--- src/rtl/reg_fault_monitor_pkg.sv ---
// Shared types and constants for the register-bank fault monitor.
// Covers the FSM encoding, default widths and readout record sizing.
package reg_fault_monitor_pkg;

    typedef enum logic [1:0] {
        ST_IDLE    = 2'd0,
        ST_SETTLE  = 2'd1,
        ST_MONITOR = 2'd2
    } state_e;

    localparam int DEF_N_REGS = 3;
    localparam int DEF_CNT_W  = 16;
    localparam int DEF_TS_W   = 32;

    function automatic int rec_width(input int ts_w, input int n_regs);
        return ts_w + n_regs;
    endfunction

    // Packed {timestamp, mask} record width seen by the readout packer.
    localparam int REC_W = rec_width(DEF_TS_W, DEF_N_REGS);

endpackage

--- src/rtl/fault_rec_buf.sv ---
// Single-entry valid/ready holding register for fault records.
// A load is accepted when the slot is empty or drains in the same cycle; otherwise it is dropped.
module fault_rec_buf
    import reg_fault_monitor_pkg::*;
#(
    parameter int W = REC_W
) (
    input  logic         clk,
    input  logic         reset_n,
    input  logic         load_i,
    input  logic [W-1:0] data_i,
    input  logic         ready_i,
    output logic         valid_o,
    output logic [W-1:0] data_o,
    output logic         drop_o
);

    logic         valid_q, valid_d;
    logic [W-1:0] data_q, data_d;
    logic         accept;

    assign accept = valid_q && ready_i;
    assign drop_o = load_i && valid_q && !ready_i;

    // NOTE: every signal gets its hold value first so no path leaves it unassigned (no latch).
    always_comb begin
        valid_d = valid_q;
        data_d  = data_q;
        if (load_i && (!valid_q || accept)) begin
            valid_d = 1'b1;
            data_d  = data_i;
        end else if (accept) begin
            valid_d = 1'b0;
        end
    end

    // NOTE: state updates use <= so all flops sample together; the data register is reset
    // too because the record outputs must read zero straight out of reset.
    always_ff @(posedge clk or negedge reset_n) begin
        if (!reset_n) begin
            valid_q <= 1'b0;
            data_q  <= '0;
        end else begin
            valid_q <= valid_d;
            data_q  <= data_d;
        end
    end

    assign valid_o = valid_q;
    assign data_o  = data_q;

endmodule

--- src/rtl/reg_fault_monitor.sv ---
// Watches a laser-target register bank against a golden pattern captured at arm time,
// timestamps and counts bit-flip events and hands one record per event to the host.
module reg_fault_monitor
    import reg_fault_monitor_pkg::*;
#(
    parameter int N_REGS     = DEF_N_REGS,
    parameter int CNT_W      = DEF_CNT_W,
    parameter int TS_W       = DEF_TS_W,
    parameter int SETTLE_CYC = 8
) (
    input  logic              clk,
    input  logic              reset_n,
    input  logic              arm,
    input  logic              disarm,
    input  logic              clear,
    input  logic [N_REGS-1:0] golden,
    input  logic [N_REGS-1:0] obs,
    output logic              busy,
    output logic              fault_flag,
    output logic [N_REGS-1:0] first_mask,
    output logic [TS_W-1:0]   first_ts,
    output logic [CNT_W-1:0]  fault_count,
    output logic              overflow,
    output logic              rec_valid,
    input  logic              rec_ready,
    output logic [TS_W-1:0]   rec_ts,
    output logic [N_REGS-1:0] rec_mask
);

    localparam int         RW          = rec_width(TS_W, N_REGS);
    localparam logic [7:0] SETTLE_LAST = 8'(SETTLE_CYC - 1);

    state_e            state_q, state_d;
    logic [N_REGS-1:0] obs_q;
    logic [N_REGS-1:0] golden_q, golden_d;
    logic [N_REGS-1:0] prev_mm_q, prev_mm_d;
    logic [TS_W-1:0]   ts_q, ts_d;
    logic [7:0]        settle_q, settle_d;
    logic              flag_q, flag_d;
    logic [N_REGS-1:0] first_mask_q, first_mask_d;
    logic [TS_W-1:0]   first_ts_q, first_ts_d;
    logic [CNT_W-1:0]  count_q, count_d;
    logic              overflow_q, overflow_d;

    logic [N_REGS-1:0] mm;
    logic              evt;
    logic              rec_drop;
    logic [RW-1:0]     rec_data;

    assign mm  = obs_q ^ golden_q;
    // A steady fault is one event; only a changed nonzero mask counts again.
    assign evt = (state_q == ST_MONITOR) && (mm != '0) && (mm != prev_mm_q);

    always_comb begin
        state_d   = state_q;
        golden_d  = golden_q;
        prev_mm_d = prev_mm_q;
        ts_d      = ts_q;
        settle_d  = settle_q;
        case (state_q)
            ST_IDLE: ;
            ST_SETTLE: begin
                settle_d = settle_q + 1'b1;
                if (settle_q == SETTLE_LAST) state_d = ST_MONITOR;
                if (disarm) state_d = ST_IDLE;
            end
            ST_MONITOR: begin
                prev_mm_d = mm;
                if (ts_q != {TS_W{1'b1}}) ts_d = ts_q + 1'b1;
                if (disarm) state_d = ST_IDLE;
            end
            default: state_d = ST_IDLE;
        endcase
        // Arm restarts the run from any state and takes priority over disarm.
        if (arm) begin
            state_d   = ST_SETTLE;
            golden_d  = golden;
            prev_mm_d = '0;
            ts_d      = '0;
            settle_d  = '0;
        end
    end

    always_comb begin
        flag_d       = flag_q;
        first_mask_d = first_mask_q;
        first_ts_d   = first_ts_q;
        count_d      = count_q;
        overflow_d   = overflow_q;
        if (clear) begin
            flag_d       = 1'b0;
            first_mask_d = '0;
            first_ts_d   = '0;
            count_d      = '0;
            overflow_d   = 1'b0;
        end
        // Applied after clear so a coincident event survives as the first of a fresh tally.
        if (evt) begin
            if (count_d != {CNT_W{1'b1}}) count_d = count_d + 1'b1;
            if (!flag_d) begin
                flag_d       = 1'b1;
                first_mask_d = mm;
                first_ts_d   = ts_q;
            end
        end
        if (rec_drop) overflow_d = 1'b1;
    end

    always_ff @(posedge clk or negedge reset_n) begin
        if (!reset_n) begin
            state_q      <= ST_IDLE;
            obs_q        <= '0;
            golden_q     <= '0;
            prev_mm_q    <= '0;
            ts_q         <= '0;
            settle_q     <= '0;
            flag_q       <= 1'b0;
            first_mask_q <= '0;
            first_ts_q   <= '0;
            count_q      <= '0;
            overflow_q   <= 1'b0;
        end else begin
            state_q      <= state_d;
            obs_q        <= obs;
            golden_q     <= golden_d;
            prev_mm_q    <= prev_mm_d;
            ts_q         <= ts_d;
            settle_q     <= settle_d;
            flag_q       <= flag_d;
            first_mask_q <= first_mask_d;
            first_ts_q   <= first_ts_d;
            count_q      <= count_d;
            overflow_q   <= overflow_d;
        end
    end

    fault_rec_buf #(
        .W (RW)
    ) u_rec_buf (
        .clk     (clk),
        .reset_n (reset_n),
        .load_i  (evt),
        .data_i  ({ts_q, mm}),
        .ready_i (rec_ready),
        .valid_o (rec_valid),
        .data_o  (rec_data),
        .drop_o  (rec_drop)
    );

    assign rec_ts      = rec_data[N_REGS +: TS_W];
    assign rec_mask    = rec_data[N_REGS-1:0];
    assign busy        = (state_q != ST_IDLE);
    assign fault_flag  = flag_q;
    assign first_mask  = first_mask_q;
    assign first_ts    = first_ts_q;
    assign fault_count = count_q;
    assign overflow    = overflow_q;

endmodule

--- config.mk ---
export PLATFORM = sky130hd
export DESIGN_NAME = reg_fault_monitor
export DESIGN_NICKNAME = d
export VERILOG_FILES = /design/src/rtl/reg_fault_monitor_pkg.sv /design/src/rtl/fault_rec_buf.sv /design/src/rtl/reg_fault_monitor.sv
export SDC_FILE = /design/constraint.sdc
export NUM_CORES = 1
export LEC_CHECK = 0
export BUFFER_PORTS_ARGS = -buffer_cell sky130_fd_sc_hd__clkbuf_2
export CORE_UTILIZATION = 48
export CTS_CLUSTER_SIZE = 16
export DETAILED_ROUTE_END_ITERATION = 6
export PLACE_DENSITY = 0.68
export REMOVE_ABC_BUFFERS = 1
export SETUP_SLACK_MARGIN = 0.02
export SYNTH_ARGS = -nofsm -noshare
export SYNTH_HDL_FRONTEND = slang
export SYNTH_SLANG_ARGS = --single-unit
--- constraint.sdc ---
create_clock -name clk -period 4.5 [get_ports clk]
set_input_delay 0.9 -clock clk [delete_from_list [all_inputs] [get_ports clk]]
set_output_delay 0.9 -clock clk [all_outputs]
set_load 0.005 [all_outputs]
==> Word-level counts from Yosys, hierarchy flattened <==
Index checks and enable logic that the tools add are counted.
{ "classes": {"n_mux": 27, "n_eq_ne": 9, "n_reduce_logical": 19, "n_addsub": 3, "bitwise": 1} }
{ "ops": {"columns": ["op", "n"], "rows": [
  ["$mux W32", 6],
  ["$mux W16", 3],
  ["$add A32 B1 Y32 const B", 1],
  ["$ne A32 B32 Y1 const B", 1],
  ["$add A16 B1 Y16 const B", 1],
  ["$mux W8", 2],
  ["$ne A16 B16 Y1 const B", 1],
  ["$mux W3", 5],
  ["$reduce_bool A2 Y1", 6],
  ["$add A8 B1 Y8 const B", 1],
  ["$eq A8 B3 Y1 const B", 1],
  ["$mux W2", 4],
  ["$logic_and A1 B1 Y1", 6],
  ["$mux W1", 6],
  ["$pmux W2 S3", 1],
  ["$ne A4 B4 Y1 const B", 1],
  ["$ne A3 B3 Y1", 1],
  ["$ne A3 B3 Y1 const B", 1],
  ["$reduce_and A3 Y1", 1],
  ["$reduce_bool A3 Y1", 1],
  ["$xor A3 B3 Y3", 1],
  ["$eq A2 B1 Y1 const B", 1],
  ["$eq A2 B2 Y1 const B", 1],
  ["$logic_not A1 Y1", 2],
  ["4 further kinds", 4]
]} }
{ "totals": {"output_inout_bits": 90, "elab_cells": 72, "inputBits": 12, "regBits": 140} }

==> Logic depth before layout (Yosys ltp) <==
{ "logic_depth": {"depth_word": 7, "mapped_depth": 11, "ltp_nobuf": 10} }

==> By module <==
Synthesis repeated with hierarchy kept, for this count alone.
{ "hier_totals": {"hier_cells": 585, "area_unflattened_um2": 6393.6} }
{ "modules_own_cells": {"columns": ["module", "cells_each", "area_per_inst_um2", "n_inst"], "rows": [
  ["reg_fault_monitor", 506, 4889.7, 1],
  ["fault_rec_buf", 79, 1503.9, 1]
]} }

==> Worst setup path before layout <==
OpenSTA, ideal clock, no wires.
{ "synth_timing": {"path_kind": "input-to-reg", "start": "input port clear", "end": "register count_q[11], in the netlist fault_count[11]", "setup_time_ns": 0.125, "path_buffers": 1, "path_slack_ns": 1.729, "t_arrival_ns": 2.647, "required_time_ns": 4.375, "cell_stages": 11, "path_cell_list": "clkbuf_1 > nand2b_1 > inv_1 > ha_1 > nand4_1 > nor3_1 > nand3_1 > and4b_1 > nand3_1 > nor2_1 > mux2_2"} }
{ "synth_via": {"elab_chain_cells": 4, "elab_cells_between_ends": 5, "cone_classes": "add/sub (1); eq/ne (1); mux (3)"} }
{ "synth_lines": {"columns": ["element", "line", "rtl"], "rows": [
  ["start, declared", "reg_fault_monitor.sv:15", "input logic clear,"],
  ["$mux W16 (*)", "reg_fault_monitor.sv:90", "if (clear) begin"],
  ["$add A16 B1 Y16 or $ne A16 B16 Y1 (tied branches)", "reg_fault_monitor.sv:99", "if (count_d != {CNT_W{1'b1}}) count_d = count_d + 1'b1;"],
  ["$mux W16", "reg_fault_monitor.sv:99", null],
  ["$mux W16 (*)", "reg_fault_monitor.sv:98", "if (evt) begin"],
  ["named net count_d[11]", "reg_fault_monitor.sv:42", "logic [CNT_W-1:0] count_q, count_d;"],
  ["end signal, assigned", "reg_fault_monitor.sv:132", "count_q <= count_d;"],
  ["end, declared", "reg_fault_monitor.sv:42", null]
]} }
Mark *: on every way through the listed nets, which the timed path passes. The rest lies on a longest branch.
A chain may end at the register's enable or synchronous reset.

==> Final worst setup path <==
{ "layout_timing": {"start": "register golden_q[1]", "end": "register u_rec_buf.data_q[4], in the netlist u_rec_buf.data_o[4]"} }
{ "layout_via": {"elab_chain_cells": 5, "elab_cells_between_ends": 6, "cone_classes": "eq/ne (1); bitwise (1); reduce/logical (4)"} }
{ "layout_lines": {"columns": ["element", "line", "rtl"], "rows": [
  ["start, declared", "reg_fault_monitor.sv:35", "logic [N_REGS-1:0] golden_q, golden_d;"],
  ["start signal, assigned", "reg_fault_monitor.sv:125", "golden_q <= golden_d;"],
  ["$xor A3 B3 Y3 (*)", "reg_fault_monitor.sv:50", "assign mm = obs_q ^ golden_q;"],
  ["$reduce_bool A3 Y1", "reg_fault_monitor.sv:52", "assign evt = (state_q == ST_MONITOR) && (mm != '0) && (mm != prev_mm_q);"],
  ["$logic_and A1 B1 Y1", "reg_fault_monitor.sv:52", null],
  ["$logic_and A1 B1 Y1 (*)", "reg_fault_monitor.sv:52", null],
  ["$logic_and A1 B1 Y1 (*)", "fault_rec_buf.sv:29", "if (load_i && (!valid_q || accept)) begin"],
  ["end signal, assigned", "fault_rec_buf.sv:45", "data_q <= data_d;"],
  ["end, declared", "fault_rec_buf.sv:19", "logic [W-1:0] data_q, data_d;"]
]} }
Every way passes the cells marked *; elsewhere a longest branch is shown, timed or not.

==> impl_metrics.py <==
metrics = {
    "sta": {
        "hold_viol": 0,
        "finalSetupTns_ns": 0,
        "finalSetupViolations": 0,
        "min_period_over_period": 0.662,
        "period_minus_slack_ns": 2.98,
        "skew_ns": 0.00904,
        "setup_ws_ns": 1.52,
        "hold_slack_ns": 0.476,
        "worst_pin_slew_ns": 0.809,
        "slew_headroom": 0.455,
        "grt_setup_unrepaired": "false",
        "fmax_mhz": 336,
        "final_max_slew_viol_count": 0,
    },
    "placed_design": {
        "dpl.cell_count": 873,
        "pre_cts_ws_ns": 1.11,
        "dp.final_hpwl_mm": 8.88,
        "postPlaceCellArea_um2": 6860,
        "place_congestion": 0.881,
        "io_buffers": 101,
    },
    "cts": {
        "cts_root_buf": "clkbuf_16",
        "clock_sinks": 140,
        "postCtsResizedCells": 0,
        "htree_levels": 4,
        "post-cts-setup-buffers": 0,
        "clk_pin_slew_ns": 0.06,
        "cts_tree": "yes",
        "clk_latency_ns": 0.41,
        "cts_buffer_depth": 2,
        "cts_made_buffers": 17,
        "ctsHoldBuffers": 0,
    },
    "critical_path": {
        "critPathMaxFanout": 46,
        "cp_common_cell": "o21ai_0",
        "end_kind": "flop",
        "worstPathRequired_ns": 4.78,
        "worst-r2r-cell-count": 8,
        "cp-start-kind": "flop",
        "crit_slowest_cell": "nand3_2",
        "critPathArrivalTime_ns": 3.26,
        "critPathKind": "flop to flop",
        "path_cells": "xnor2_1 > or4_1 > o21ai_0 > o21ai_1 > nand3_2 > buf_4 > nand2_1 > o21ai_0",
        "max_stage_delay_ns": 0.70,
    },
    "power_and_ir_drop": {
        "cellPowerDensity_nw_per_um2": 369,
        "netSwitchingFraction": 0.215,
        "cell_internal_pwr_mw": 2.16,
        "power_mw": 2.75,
        "vdd_ir_drop_max_mv": 0.207,
        "switchingPower_mw": 0.592,
        "cellLeakagePower_nw": 3.36,
        "p_clk_frac": 0.503,
        "seq_power_share": 0.464,
        "p_comb_frac": 0.032,
    },
    "final_layout": {
        "drive_above_1_share": 0.209,
        "regArea_um2": 3500,
        "diodes": 0,
        "layout_commonest_cell": "dfrtp_1",
        "layoutNonFillerInstCount": 905,
        "final_core_util": 0.593,
        "syn_to_final_growth_pct": 20.6,
        "nFillCells": 1078,
        "fin_area_um2": 7450,
        "final_nets": 735,
        "final_cell_mix": "140 x dfrtp_1, 100 x clkbuf_2, 81 x o21ai_0",
        "multi_input_area_um2": 2430,
    },
    "synthesis": {
        "synthArstFlopShare": 1.00,
        "synth_seq_cells": 140,
        "synth_ff_type": "dfrtp_1",
        "syn_inst": 621,
        "avgSynthCellArea_um2": 9.94,
        "yosysSeqAreaShare": 0.567,
        "yosys_warnings": 0,
        "netlist-cell-type-count": 43,
        "synth_edf_count": 0,
        "synth.cell_area_um2": 6170,
    },
    "global_route": {
        "grt_pass1_wl_mm": 22.3,
        "grt_pass1_vias": 4602,
        "antenna_found_initial": 0,
        "grt_max_degree": 73,
        "grt-ovfl-total": 0,
        "grt_usage": 0.215,
    },
    "routing": {
        "post_drt_wl_per_cell_um": 14.6,
        "antenna_left": 0,
        "vias_per_cell": 5.24,
        "vias": 4738,
        "routed_wl_mm": 13.2,
        "drc": 0,
        "firstDrtPassIters": 6,
        "drt_iter0_drc": 239,
    },
    "die": {
        "die_height_um": 115,
        "fp.coreArea_um2": 12600,
        "num_rows": 41,
        "die-width_um": 115,
        "io_pins": 102,
        "die_area_um2": 13300,
        "start_util": 0.491,
    },
    "worst_hold_path": {
        "worstHoldPathCells": 2,
        "hp-class": "flop to flop",
    },
    "run_status": {
        "outcome": "finished, final reports clean",
    },
    "job": {
        "cap_violations": 0,
    },
}
-- cells by family (layout without fill, tap and decap cells) --
group / after synthesis / count (layout) / share of synthesized area
compound gates: 106 / 106 / 0.0926
xor+xnor: 45 / 45 / 0.0638
fa+ha+maj: 3 / 3 / 0.00608
buf+inv: 66 / 178 / 0.0407
flops: 140 / 140 / 0.567
mux: 7 / 7 / 0.0126
simple gates: 254 / 254 / 0.217
-- layout make-up --
type / count / share of cell area
inverter: 37 / 0.0186
timing repair buffer: 109 / 0.0768
sequential: 140 / 0.470
multi-input combinational: 415 / 0.326
clock buffer: 22 / 0.0637
clock inverter: 10 / 0.0155
tap: 172 / 0.0289
-- flip-flops by register name, summed over array words and instances, names as in the netlist, 3 cells and up --
name              count
fault_count          16
first_mask            3
first_ts             32
golden_q              3
obs_q                 3
prev_mm_q             3
settle_q              8
ts_q                 32
u_rec_buf.data_o     35
-- layer usage --
layer | global-route usage | share of wire | up-vias
li1 | - | - | 2309
met2 | 0.359 | 0.49 | 101
met4 | 0.0797 | 0.014 | 0
met1 | 0.282 | 0.46 | 2313
met5 | 0 | 0 | -
met3 | 0.0392 | 0.038 | 15
-- synth_stat cells, types with 11 or more instances --
master    instances  area (um^2)
a21oi_1          12         60.1
clkbuf_1         24         90.1
dfrtp_1         140         3500
inv_1            37          139
nand2_1          70          263
nand3_1          14         70.1
nand3b_1         36          270
nand4_1          18          113
nor2_1           56          210
nor3_1           11         55.1
o21ai_0          81          405
xnor2_1          40          350
-- worst max-delay path, delay by kind of cell (launching register included) --
| kind | cells | cell delay (ns) |
|---|---|---|
| and+or+nand+nor | 3 | 0.99 |
| DFF | 1 | 0.38 |
| xor gates and xnor gates | 1 | 0.49 |
| buffers and inverters | 1 | 0.48 |
| AOI/OAI and AO/OA | 3 | 0.51 |
-- power groups by stage --
stage / clock (mW) / combinational [mW] / sequential, mW
final: 1.38 / 0.0886 / 1.28
after global routing: 1.46 / 0.101 / 1.28
after CTS: 1.40 / 0.0915 / 1.28
after detailed placement: 0 / 0.0910 / 1.30
after global placement: 0 / 0.0879 / 1.30
after floorplan: 0 / 0.0330 / 1.30
-- final timing paths --
path | from | end | slack (ns)
min | u_rec_buf.data_o[30] | u_rec_buf.data_o[30] | 0.48
max | golden_q[1] | u_rec_buf.data_o[4] | 1.52
min in group asynchronous | reset_n | fault_count[14] | 0.51
max reg2reg | golden_q[1] | u_rec_buf.data_o[4] | 1.52
min reg2reg | u_rec_buf.data_o[30] | u_rec_buf.data_o[30] | 0.48
max in group asynchronous | reset_n | fault_count[8] | 3.05
Power figures use the tool's default switching activity.
